## src/rtl/obi_dmem_arbiter_if.sv

```systemverilog
// ============================================================================
// Module : obi_dmem_arbiter_if
// Brief  : One OBI data link with DIFT tag sideband (master/slave views).
// Rev    : 1.0  initial release
// ============================================================================
`default_nettype none

interface obi_dmem_arbiter_if #(
  parameter int ADDR_WIDTH = 32,
  parameter int TAG_WIDTH  = 4
);
  logic                  req;
  logic                  gnt;
  logic                  rvalid;
  logic [ADDR_WIDTH-1:0] addr;
  logic                  we;
  logic [3:0]            be;
  logic [31:0]           wdata;
  logic [31:0]           rdata;
  logic                  we_tag;
  logic [TAG_WIDTH-1:0]  wdata_tag;
  logic [TAG_WIDTH-1:0]  rdata_tag;

  modport master (
    output req, addr, we, be, wdata, we_tag, wdata_tag,
    input  gnt, rvalid, rdata, rdata_tag
  );

  modport slave (
    input  req, addr, we, be, wdata, we_tag, wdata_tag,
    output gnt, rvalid, rdata, rdata_tag
  );
endinterface

`default_nettype wire

```

## src/rtl/obi_dmem_arbiter.sv

```systemverilog
// ============================================================================
// Module : obi_dmem_arbiter
// Brief  : Two-master round-robin OBI arbiter for data RAM + DIFT tag memory,
//          with an owner FIFO routing responses. Option: OBI_ARB_DIFT_EN.
// Rev    : 1.0  initial release
// ============================================================================
`default_nettype none

module obi_dmem_arbiter #(
  parameter int ADDR_WIDTH      = 32,
  parameter int TAG_WIDTH       = 4,
  parameter int MAX_OUTSTANDING = 2
) (
  input  logic                   clk,
  input  logic                   rst_n,
  obi_dmem_arbiter_if.slave      m0,
  obi_dmem_arbiter_if.slave      m1,
  obi_dmem_arbiter_if.master     s,
  output logic                   err_o
);

  localparam int c_PW = (MAX_OUTSTANDING > 1) ? $clog2(MAX_OUTSTANDING) : 1;
  localparam int c_CW = $clog2(MAX_OUTSTANDING + 1);
  localparam logic [c_PW-1:0] c_PTR_LAST = c_PW'(MAX_OUTSTANDING - 1);
  localparam logic [c_CW-1:0] c_FULL     = c_CW'(MAX_OUTSTANDING);

  logic [MAX_OUTSTANDING-1:0] r_owner;
  logic [c_PW-1:0]            r_wptr;
  logic [c_PW-1:0]            r_rptr;
  logic [c_CW-1:0]            r_count;
  logic                       r_rr_last;
  logic                       r_err;

  logic w_sel;
  logic w_full;
  logic w_xfer;
  logic w_pop;
  logic w_head;

  always_comb begin
    w_sel = 1'b0;
    if (m0.req && m1.req) begin
      w_sel = ~r_rr_last;
    end else if (m1.req) begin
      w_sel = 1'b1;
    end
  end

  assign w_full = (r_count == c_FULL);
  assign w_xfer = s.req && s.gnt;
  // A response with nothing outstanding is flagged, never routed.
  assign w_pop  = s.rvalid && (r_count != '0);
  assign w_head = r_owner[r_rptr];

  assign s.req   = (m0.req || m1.req) && !w_full;
  assign s.addr  = w_sel ? m1.addr  : m0.addr;
  assign s.we    = w_sel ? m1.we    : m0.we;
  assign s.be    = w_sel ? m1.be    : m0.be;
  assign s.wdata = w_sel ? m1.wdata : m0.wdata;

  assign m0.gnt    = w_xfer && !w_sel;
  assign m1.gnt    = w_xfer &&  w_sel;
  assign m0.rvalid = w_pop && !w_head;
  assign m1.rvalid = w_pop &&  w_head;
  assign m0.rdata  = s.rdata;
  assign m1.rdata  = s.rdata;

`ifdef OBI_ARB_DIFT_EN
  assign s.we_tag       = w_sel ? m1.we_tag    : m0.we_tag;
  assign s.wdata_tag    = w_sel ? m1.wdata_tag : m0.wdata_tag;
  assign m0.rdata_tag   = s.rdata_tag;
  assign m1.rdata_tag   = s.rdata_tag;
`else
  logic w_unused_tag;
  assign w_unused_tag   = ^{m0.we_tag, m0.wdata_tag, m1.we_tag, m1.wdata_tag, s.rdata_tag};
  assign s.we_tag       = 1'b0;
  assign s.wdata_tag    = '0;
  assign m0.rdata_tag   = '0;
  assign m1.rdata_tag   = '0;
`endif

  always_ff @(posedge clk or negedge rst_n) begin
    if (!rst_n) begin
      r_owner   <= '0;
      r_wptr    <= '0;
      r_rptr    <= '0;
      r_count   <= '0;
      r_rr_last <= 1'b1;
      r_err     <= 1'b0;
    end else begin
      if (w_xfer) begin
        r_owner[r_wptr] <= w_sel;
        r_wptr          <= (r_wptr == c_PTR_LAST) ? '0 : r_wptr + 1'b1;
        r_rr_last       <= w_sel;
      end
      if (w_pop) begin
        r_rptr <= (r_rptr == c_PTR_LAST) ? '0 : r_rptr + 1'b1;
      end
      case ({w_xfer, w_pop})
        2'b10:   r_count <= r_count + 1'b1;
        2'b01:   r_count <= r_count - 1'b1;
        default: r_count <= r_count;
      endcase
      if (s.rvalid && (r_count == '0)) begin
        r_err <= 1'b1;
      end
    end
  end

  assign err_o = r_err;

endmodule

`default_nettype wire

```

## src/flat_wrapper.sv

```systemverilog
// flat-port wrapper written by rule: the top's interface ports become plain ports
module obi_dmem_arbiter_flat 
#(
  parameter int ADDR_WIDTH      = 32,
  parameter int TAG_WIDTH       = 4,
  parameter int MAX_OUTSTANDING = 2
)
  (clk, rst_n, err_o, m0_req, m0_addr, m0_we, m0_be, m0_wdata, m0_we_tag, m0_wdata_tag, m0_gnt, m0_rvalid, m0_rdata, m0_rdata_tag, m1_req, m1_addr, m1_we, m1_be, m1_wdata, m1_we_tag, m1_wdata_tag, m1_gnt, m1_rvalid, m1_rdata, m1_rdata_tag, s_req, s_addr, s_we, s_be, s_wdata, s_we_tag, s_wdata_tag, s_gnt, s_rvalid, s_rdata, s_rdata_tag);
  obi_dmem_arbiter_if #(.ADDR_WIDTH(ADDR_WIDTH), .TAG_WIDTH(TAG_WIDTH)) m0_i ();
  obi_dmem_arbiter_if #(.ADDR_WIDTH(ADDR_WIDTH), .TAG_WIDTH(TAG_WIDTH)) m1_i ();
  obi_dmem_arbiter_if #(.ADDR_WIDTH(ADDR_WIDTH), .TAG_WIDTH(TAG_WIDTH)) s_i ();
  input  logic clk;
  input  logic rst_n;
  output logic err_o;
  input wire logic [$bits(m0_i.req)-1:0] m0_req;
  input wire logic [$bits(m0_i.addr)-1:0] m0_addr;
  input wire logic [$bits(m0_i.we)-1:0] m0_we;
  input wire logic [$bits(m0_i.be)-1:0] m0_be;
  input wire logic [$bits(m0_i.wdata)-1:0] m0_wdata;
  input wire logic [$bits(m0_i.we_tag)-1:0] m0_we_tag;
  input wire logic [$bits(m0_i.wdata_tag)-1:0] m0_wdata_tag;
  output wire logic [$bits(m0_i.gnt)-1:0] m0_gnt;
  output wire logic [$bits(m0_i.rvalid)-1:0] m0_rvalid;
  output wire logic [$bits(m0_i.rdata)-1:0] m0_rdata;
  output wire logic [$bits(m0_i.rdata_tag)-1:0] m0_rdata_tag;
  input wire logic [$bits(m1_i.req)-1:0] m1_req;
  input wire logic [$bits(m1_i.addr)-1:0] m1_addr;
  input wire logic [$bits(m1_i.we)-1:0] m1_we;
  input wire logic [$bits(m1_i.be)-1:0] m1_be;
  input wire logic [$bits(m1_i.wdata)-1:0] m1_wdata;
  input wire logic [$bits(m1_i.we_tag)-1:0] m1_we_tag;
  input wire logic [$bits(m1_i.wdata_tag)-1:0] m1_wdata_tag;
  output wire logic [$bits(m1_i.gnt)-1:0] m1_gnt;
  output wire logic [$bits(m1_i.rvalid)-1:0] m1_rvalid;
  output wire logic [$bits(m1_i.rdata)-1:0] m1_rdata;
  output wire logic [$bits(m1_i.rdata_tag)-1:0] m1_rdata_tag;
  output wire logic [$bits(s_i.req)-1:0] s_req;
  output wire logic [$bits(s_i.addr)-1:0] s_addr;
  output wire logic [$bits(s_i.we)-1:0] s_we;
  output wire logic [$bits(s_i.be)-1:0] s_be;
  output wire logic [$bits(s_i.wdata)-1:0] s_wdata;
  output wire logic [$bits(s_i.we_tag)-1:0] s_we_tag;
  output wire logic [$bits(s_i.wdata_tag)-1:0] s_wdata_tag;
  input wire logic [$bits(s_i.gnt)-1:0] s_gnt;
  input wire logic [$bits(s_i.rvalid)-1:0] s_rvalid;
  input wire logic [$bits(s_i.rdata)-1:0] s_rdata;
  input wire logic [$bits(s_i.rdata_tag)-1:0] s_rdata_tag;
  assign m0_i.req = m0_req;
  assign m0_i.addr = m0_addr;
  assign m0_i.we = m0_we;
  assign m0_i.be = m0_be;
  assign m0_i.wdata = m0_wdata;
  assign m0_i.we_tag = m0_we_tag;
  assign m0_i.wdata_tag = m0_wdata_tag;
  assign m0_gnt = m0_i.gnt;
  assign m0_rvalid = m0_i.rvalid;
  assign m0_rdata = m0_i.rdata;
  assign m0_rdata_tag = m0_i.rdata_tag;
  assign m1_i.req = m1_req;
  assign m1_i.addr = m1_addr;
  assign m1_i.we = m1_we;
  assign m1_i.be = m1_be;
  assign m1_i.wdata = m1_wdata;
  assign m1_i.we_tag = m1_we_tag;
  assign m1_i.wdata_tag = m1_wdata_tag;
  assign m1_gnt = m1_i.gnt;
  assign m1_rvalid = m1_i.rvalid;
  assign m1_rdata = m1_i.rdata;
  assign m1_rdata_tag = m1_i.rdata_tag;
  assign s_req = s_i.req;
  assign s_addr = s_i.addr;
  assign s_we = s_i.we;
  assign s_be = s_i.be;
  assign s_wdata = s_i.wdata;
  assign s_we_tag = s_i.we_tag;
  assign s_wdata_tag = s_i.wdata_tag;
  assign s_i.gnt = s_gnt;
  assign s_i.rvalid = s_rvalid;
  assign s_i.rdata = s_rdata;
  assign s_i.rdata_tag = s_rdata_tag;
  obi_dmem_arbiter #(.ADDR_WIDTH(ADDR_WIDTH), .TAG_WIDTH(TAG_WIDTH), .MAX_OUTSTANDING(MAX_OUTSTANDING)) u_core (.clk(clk), .rst_n(rst_n), .m0(m0_i), .m1(m1_i), .s(s_i), .err_o(err_o));
endmodule
```

## config.mk

```make
export PLATFORM = sky130hd
export DESIGN_NAME = obi_dmem_arbiter_flat
export DESIGN_NICKNAME = d
export VERILOG_FILES = /design/src/rtl/obi_dmem_arbiter_if.sv /design/src/rtl/obi_dmem_arbiter.sv /design/src/flat_wrapper.sv
export SDC_FILE = /design/constraint.sdc
export NUM_CORES = 1
export LEC_CHECK = 0
export BUFFER_PORTS_ARGS = -buffer_cell sky130_fd_sc_hd__buf_2
export CAP_MARGIN = 40
export CORE_AREA = 2 2 134 136
export CTS_CLUSTER_DIAMETER = 40
export DETAILED_ROUTE_END_ITERATION = 16
export DIE_AREA = 0 0 136 138
export SYNTH_ARGS = -nofsm -noshare
export SYNTH_HDL_FRONTEND = slang
export SYNTH_SLANG_ARGS = --single-unit
```

## constraint.sdc

```tcl
create_clock -name clk -period 5 [get_ports clk]
set_clock_uncertainty 0.1 [all_clocks]
set_input_delay 0.25 -clock clk [delete_from_list [all_inputs] [get_ports clk]]
set_output_delay 0.25 -clock clk [all_outputs]
set_load 0.02 [all_outputs]
```

# After elaboration in Yosys (flattened, before gate mapping)
# Cells that the tools add are included.
[totals]
word_cells = 48
ff_bits = 8
[classes]
eq_ne = 3
n_bitwise = 1
n_mux = 14
n_addsub = 4
n_lt_le_gt_ge = 3
n_reduce_logical = 17
[ops]
columns = ["cell", "n"]
rows = [
  ["$mux 32", 2],
  ["$logic_and 1x1->1", 10],
  ["$mux 1", 8],
  ["$eq 2x2->1 const B", 2],
  ["$lt 1x2->1 const B", 2],
  ["$mux 4", 1],
  ["$pmux 2 s2", 1],
  ["$reduce_bool 2->1", 2],
  ["$logic_not 1->1", 3],
  ["$add 1x1->1 const B", 2],
  ["$add 2x1->2 const B", 1],
  ["$bwmux 2", 1],
  ["$eq 2x1->1 const B", 1],
  ["$logic_not 2->1", 1],
  ["$sub 2x1->2 const B", 1],
  ["$demux 1 s1", 1],
  ["$ge 1x1->1 const B", 1],
  ["$logic_or 1x1->1", 1],
  ["$not 1->1", 1],
]

# Depth between registers and ports, before layout
[logic_depth]
depth_word = 6
ltp_mapped = 7

# Least setup slack after synthesis
# Ideal clock, no wire load.
[synth_path]
kind = "flip-flop to flip-flop"
startpoint = "reg u_core.r_count[1]"
endpoint = "reg u_core.r_count[1]"
required_time_ps = 4821
path_buffers = 1
synth_period_minus_slack_ps = 1792
setup_slack_ps = 3208
t_arrival_ps = 1612
stages_incl_launch_ff = 7
path_cell_list = "dfrtp_1 > nor2b_2 > or3b_1 > clkbuf_2 > ha_1 > nor2_1 > xor2_1"
[synth_between]
elab_chain_cells = 6
elab_cells_between_ends = 12
classes_between = "add/sub: 2; eq/ne: 3; mux: 1; reduce/logical: 6"
[synth_rtl]
columns = ["element", "line", "text"]
rows = [
  ["start, declared", "obi_dmem_arbiter.sv:30", "logic [c_CW-1:0] r_count;"],
  ["start signal, assigned", "obi_dmem_arbiter.sv:100", "2'b10: r_count <= r_count + 1'b1;"],
  ["start signal, assigned", "obi_dmem_arbiter.sv:101", "2'b01: r_count <= r_count - 1'b1;"],
  ["start signal, assigned", "obi_dmem_arbiter.sv:102", "default: r_count <= r_count;"],
  ["$eq 2x2->1", "obi_dmem_arbiter.sv:49", "assign w_full = (r_count == c_FULL);"],
  ["$logic_not 1->1", "obi_dmem_arbiter.sv:55", "assign s.req = (m0.req || m1.req) && !w_full;"],
  ["$logic_and 1x1->1", "obi_dmem_arbiter.sv:55", ""],
  ["$logic_and 1x1->1", "obi_dmem_arbiter.sv:50", "assign w_xfer = s.req && s.gnt;"],
  ["$eq 2x1->1 / $eq 2x2->1 (equally long branches)", "obi_dmem_arbiter.sv:99", "case ({w_xfer, w_pop})"],
  ["$pmux 2 s2 / $reduce_bool 2->1 (equally long branches)", "-", ""],
]
# Several ways; a longest one is shown, not always the timed one.
# A chain may end at the register's enable or synchronous reset.

# Worst setup path in the final report
[layout_path]
startpoint = "reg u_core.r_rr_last"
endpoint = "out s_addr[4]"
[layout_between]
elab_chain_cells = 3
[layout_rtl]
columns = ["element", "line", "text"]
rows = [
  ["start, declared", "obi_dmem_arbiter.sv:31", "logic r_rr_last;"],
  ["start signal, assigned", "obi_dmem_arbiter.sv:94", "r_rr_last <= w_sel;"],
  ["$not 1->1", "obi_dmem_arbiter.sv:43", "w_sel = ~r_rr_last;"],
  ["$mux 1", "obi_dmem_arbiter.sv:42", "if (m0.req && m1.req) begin"],
  ["$mux 32", "obi_dmem_arbiter.sv:56", "assign s.addr = w_sel ? m1.addr : m0.addr;"],
  ["end, declared", "flat_wrapper.sv:38", "output wire logic [$bits(s_i.addr)-1:0] s_addr;"],
]
# No other way between the ends.

==> impl_metrics.yaml <==
status:
  status: "finished clean"
power_and_ir_drop:
  vdd_drop_max_v: 0.0000914
  leakagePower_nw: 1.42
  power.switching_uw: 335
  p_clk_share_pct: 17.2
  total_power_uw: 793
  p_comb_share_pct: 66.7
  intPower_uw: 457
  power_density_nw_per_um2: 289
  p_seq_share_pct: 16.0
  swShare_pct: 42.3
sta:
  rsz0062_at_grt: "false"
  final.period_utilization_pct: 47.3
  hold_viol: 0
  fin_setup_tns_ns: 0
  finalMaxSlewViolations: 0
  finalSetupViolCount: 0
  hold_slack_ns: 0.147
  period_needed_ns: 2.36
  fin_ws_ns: 2.64
  fmax_mhz: 423
cells_and_area:
  fillers: 1975
  drive_above_1_share_pct: 87.4
  fin_util_pct: 15.6
  diodes: 0
  syn_to_final_growth_pct: 51.2
  fin_cells: 571
  ff_latch_area_um2: 201
  multi_input_area_um2: 1040
  design_area_um2: 2740
  nets: 534
synth:
  synth-seq-cells: 8
  synthArstFlopShare_pct: 100
  netlist_top_cells_area: "mux2_2 (44%), buf_4 (32%), dfrtp_1 (9.7%)"
  ys_types: 24
  synth_edf_count: 0
  syn_avg_cell_area_um2: 9.49
  synth_commonest_cells: "buf_4 (77), mux2_2 (70), buf_2 (8), dfrtp_1 (7), nor2_1 (6)"
  yosysMostFrequentCell: "buf_4"
  ys.flop_type: "dfrtp_1"
  synth_top_cell_area_share_pct: 43.5
  seq_area_frac_synth_pct: 11.1
  synth_cells: 191
  synth_top_area_cell: "mux2_2"
  yosys_warnings: 0
  netlist_area_um2: 1810
place:
  place_inst: 566
  place_congestion: 0.709
  portBuffers: 218
  dp_hpwl_mm: 5.64
  place_area_um2: 2650
  place_ws_ns: 2.87
drt:
  wl_mm: 6.35
  wl_per_cell_um: 11.1
  dr.pass1.iters: 4
  drt_iter0_drc: 32
  via_count: 1850
  ant_nets: 0
  drcViolationCount: 0
  vias_per_cell: 3.24
setup_path:
  cp-end-kind: "output pin"
  path_cells: "a21boi_4, buf_4, buf_12, mux2_2, buf_2"
  setup.worst_path.class: "reg -> out"
  start_kind: "flop"
  crit_path_max_incr_delay_ns: 0.42
  cp.required_ns: 4.65
  crit_slowest_cell: "buf_4"
  path_max_fanout: 38
  cp_data_arrival_time_ns: 2.01
clock_tree:
  clock_sinks: 8
  numCtsBuffers: 3
  cts_tree: "yes"
  h-tree-depth: 1
  post_cts_buffers: 0
  cts_root_buffer: "clkbuf_16"
  clk_pin_slew_ns: 0.04
  cts_hold_buffers: 1
  cts-resized-gates: 0
  ctsLongestPathBuffers: 2
  clock_latency_ns: 0.23
floorplanning:
  start_util_pct: 10.3
  core_um2: 17500
  fp.dieH_um: 138
  fp-row-count: 49
  io_pins: 342
  dieWidth_um: 136
  die-area_um2: 18800
global_route:
  grt_max_degree: 39
  grt_pass1_vias: 1684
  grt.overflow.total: 0
  track_usage_pct: 5.85
  antenna_found_initial: 1
  grt_pass1_wl_mm: 8.51
job:
  drv_cap: 0
min_path:
  hp-class: "in -> reg"
==> power by group through the flow <==
stage          Combinational, mW  Clock (mW)  Sequential [mW]
6_report                   0.529       0.137            0.127
5_1_grt                    0.567       0.146            0.131
4_1_cts                    0.537       0.140            0.127
3_5_place_dp               0.534           0            0.128
3_3_place_gp               0.523           0            0.127
2_1_floorplan              0.446           0            0.119
==> cell usage in the layout (no fill, tap or decap) <==
cell type / n
inv_1: 1
buf_4: 1
xor2_1: 1
or3b_1: 1
ha_1: 1
nor2b_1: 1
conb_1: 13
buf_12: 1
buf_2: 218
or4b_4: 1
mux2_2: 70
nand2_1: 1
nor2_1: 6
clkbuf_16: 3
nor3_1: 1
clkbuf_1: 1
xnor2_1: 4
nor2b_2: 1
o21ai_0: 1
dlygate4sd3_1: 1
mux2i_1: 1
and3_1: 1
a21o_1: 1
dfrtp_1: 7
a21boi_4: 1
dfstp_2: 1
mux2_4: 2
==> cell type report <==
| cell class | count | area share [%] |
|---|---|---|
| timing repair buffer | 221 | 41.2 |
| multi-input combinational | 108 | 38.0 |
| tap | 229 | 10.5 |
| sequential | 8 | 7.35 |
| clock buffer | 4 | 2.88 |
| inverter | 1 | 0.137 |
==> flip-flops by register name, indices dropped and copies added, names as in the netlist <==
signal	count
u_core.r_owner	2
u_core.r_rptr	1
u_core.r_wptr	1
u_core.r_rr_last	1
u_core.err_o	1
u_core.r_count	2
==> routing by layer <==
layer / vias to the layer above / share of wire [%] / GRT usage (%)
met2: 146 / 47 / 10.6
met5: - / 0.30 / 0
met3: 44 / 11 / 1.28
li1: 857 / - / -
met1: 801 / 35 / 6.07
met4: 2 / 5.8 / 3.56
==> cells by family after synthesis <==
group | synth area share, %
other | 0.207
AO/OA/AOI/OAI | 1.11
adder cells (fa/ha/maj) | 0.690
XOR/XNOR | 2.42
multiplexers | 45.7
AND/OR/NAND/NOR | 4.14
flip-flops | 11.1
buffers and inverters | 34.6
==> critical path, delay by kind of cell, from the launching register on <==
kind / cells / cell delay, ns
AO/OA/AOI/OAI: 1 / 0.13
flip-flops: 1 / 0.38
multiplexers: 1 / 0.38
buffers and inverters: 3 / 0.85
==> worst paths after layout <==
kind	from	end	slack, ns	cells after the start
worst min register to register	u_core.err_o	u_core.err_o	0.35	1
worst max register to register	u_core.r_count[1]	u_core.r_count[1]	3.13	5
max in group asynchronous	rst_n	u_core.r_rr_last	4.27	2
min in group asynchronous	rst_n	u_core.err_o	0.29	2
worst min-delay path	s_rvalid	u_core.err_o	0.15	2
worst max-delay path	u_core.r_rr_last	s_addr[4]	2.64	5
Note: power is estimated with default switching activity, not from simulation.
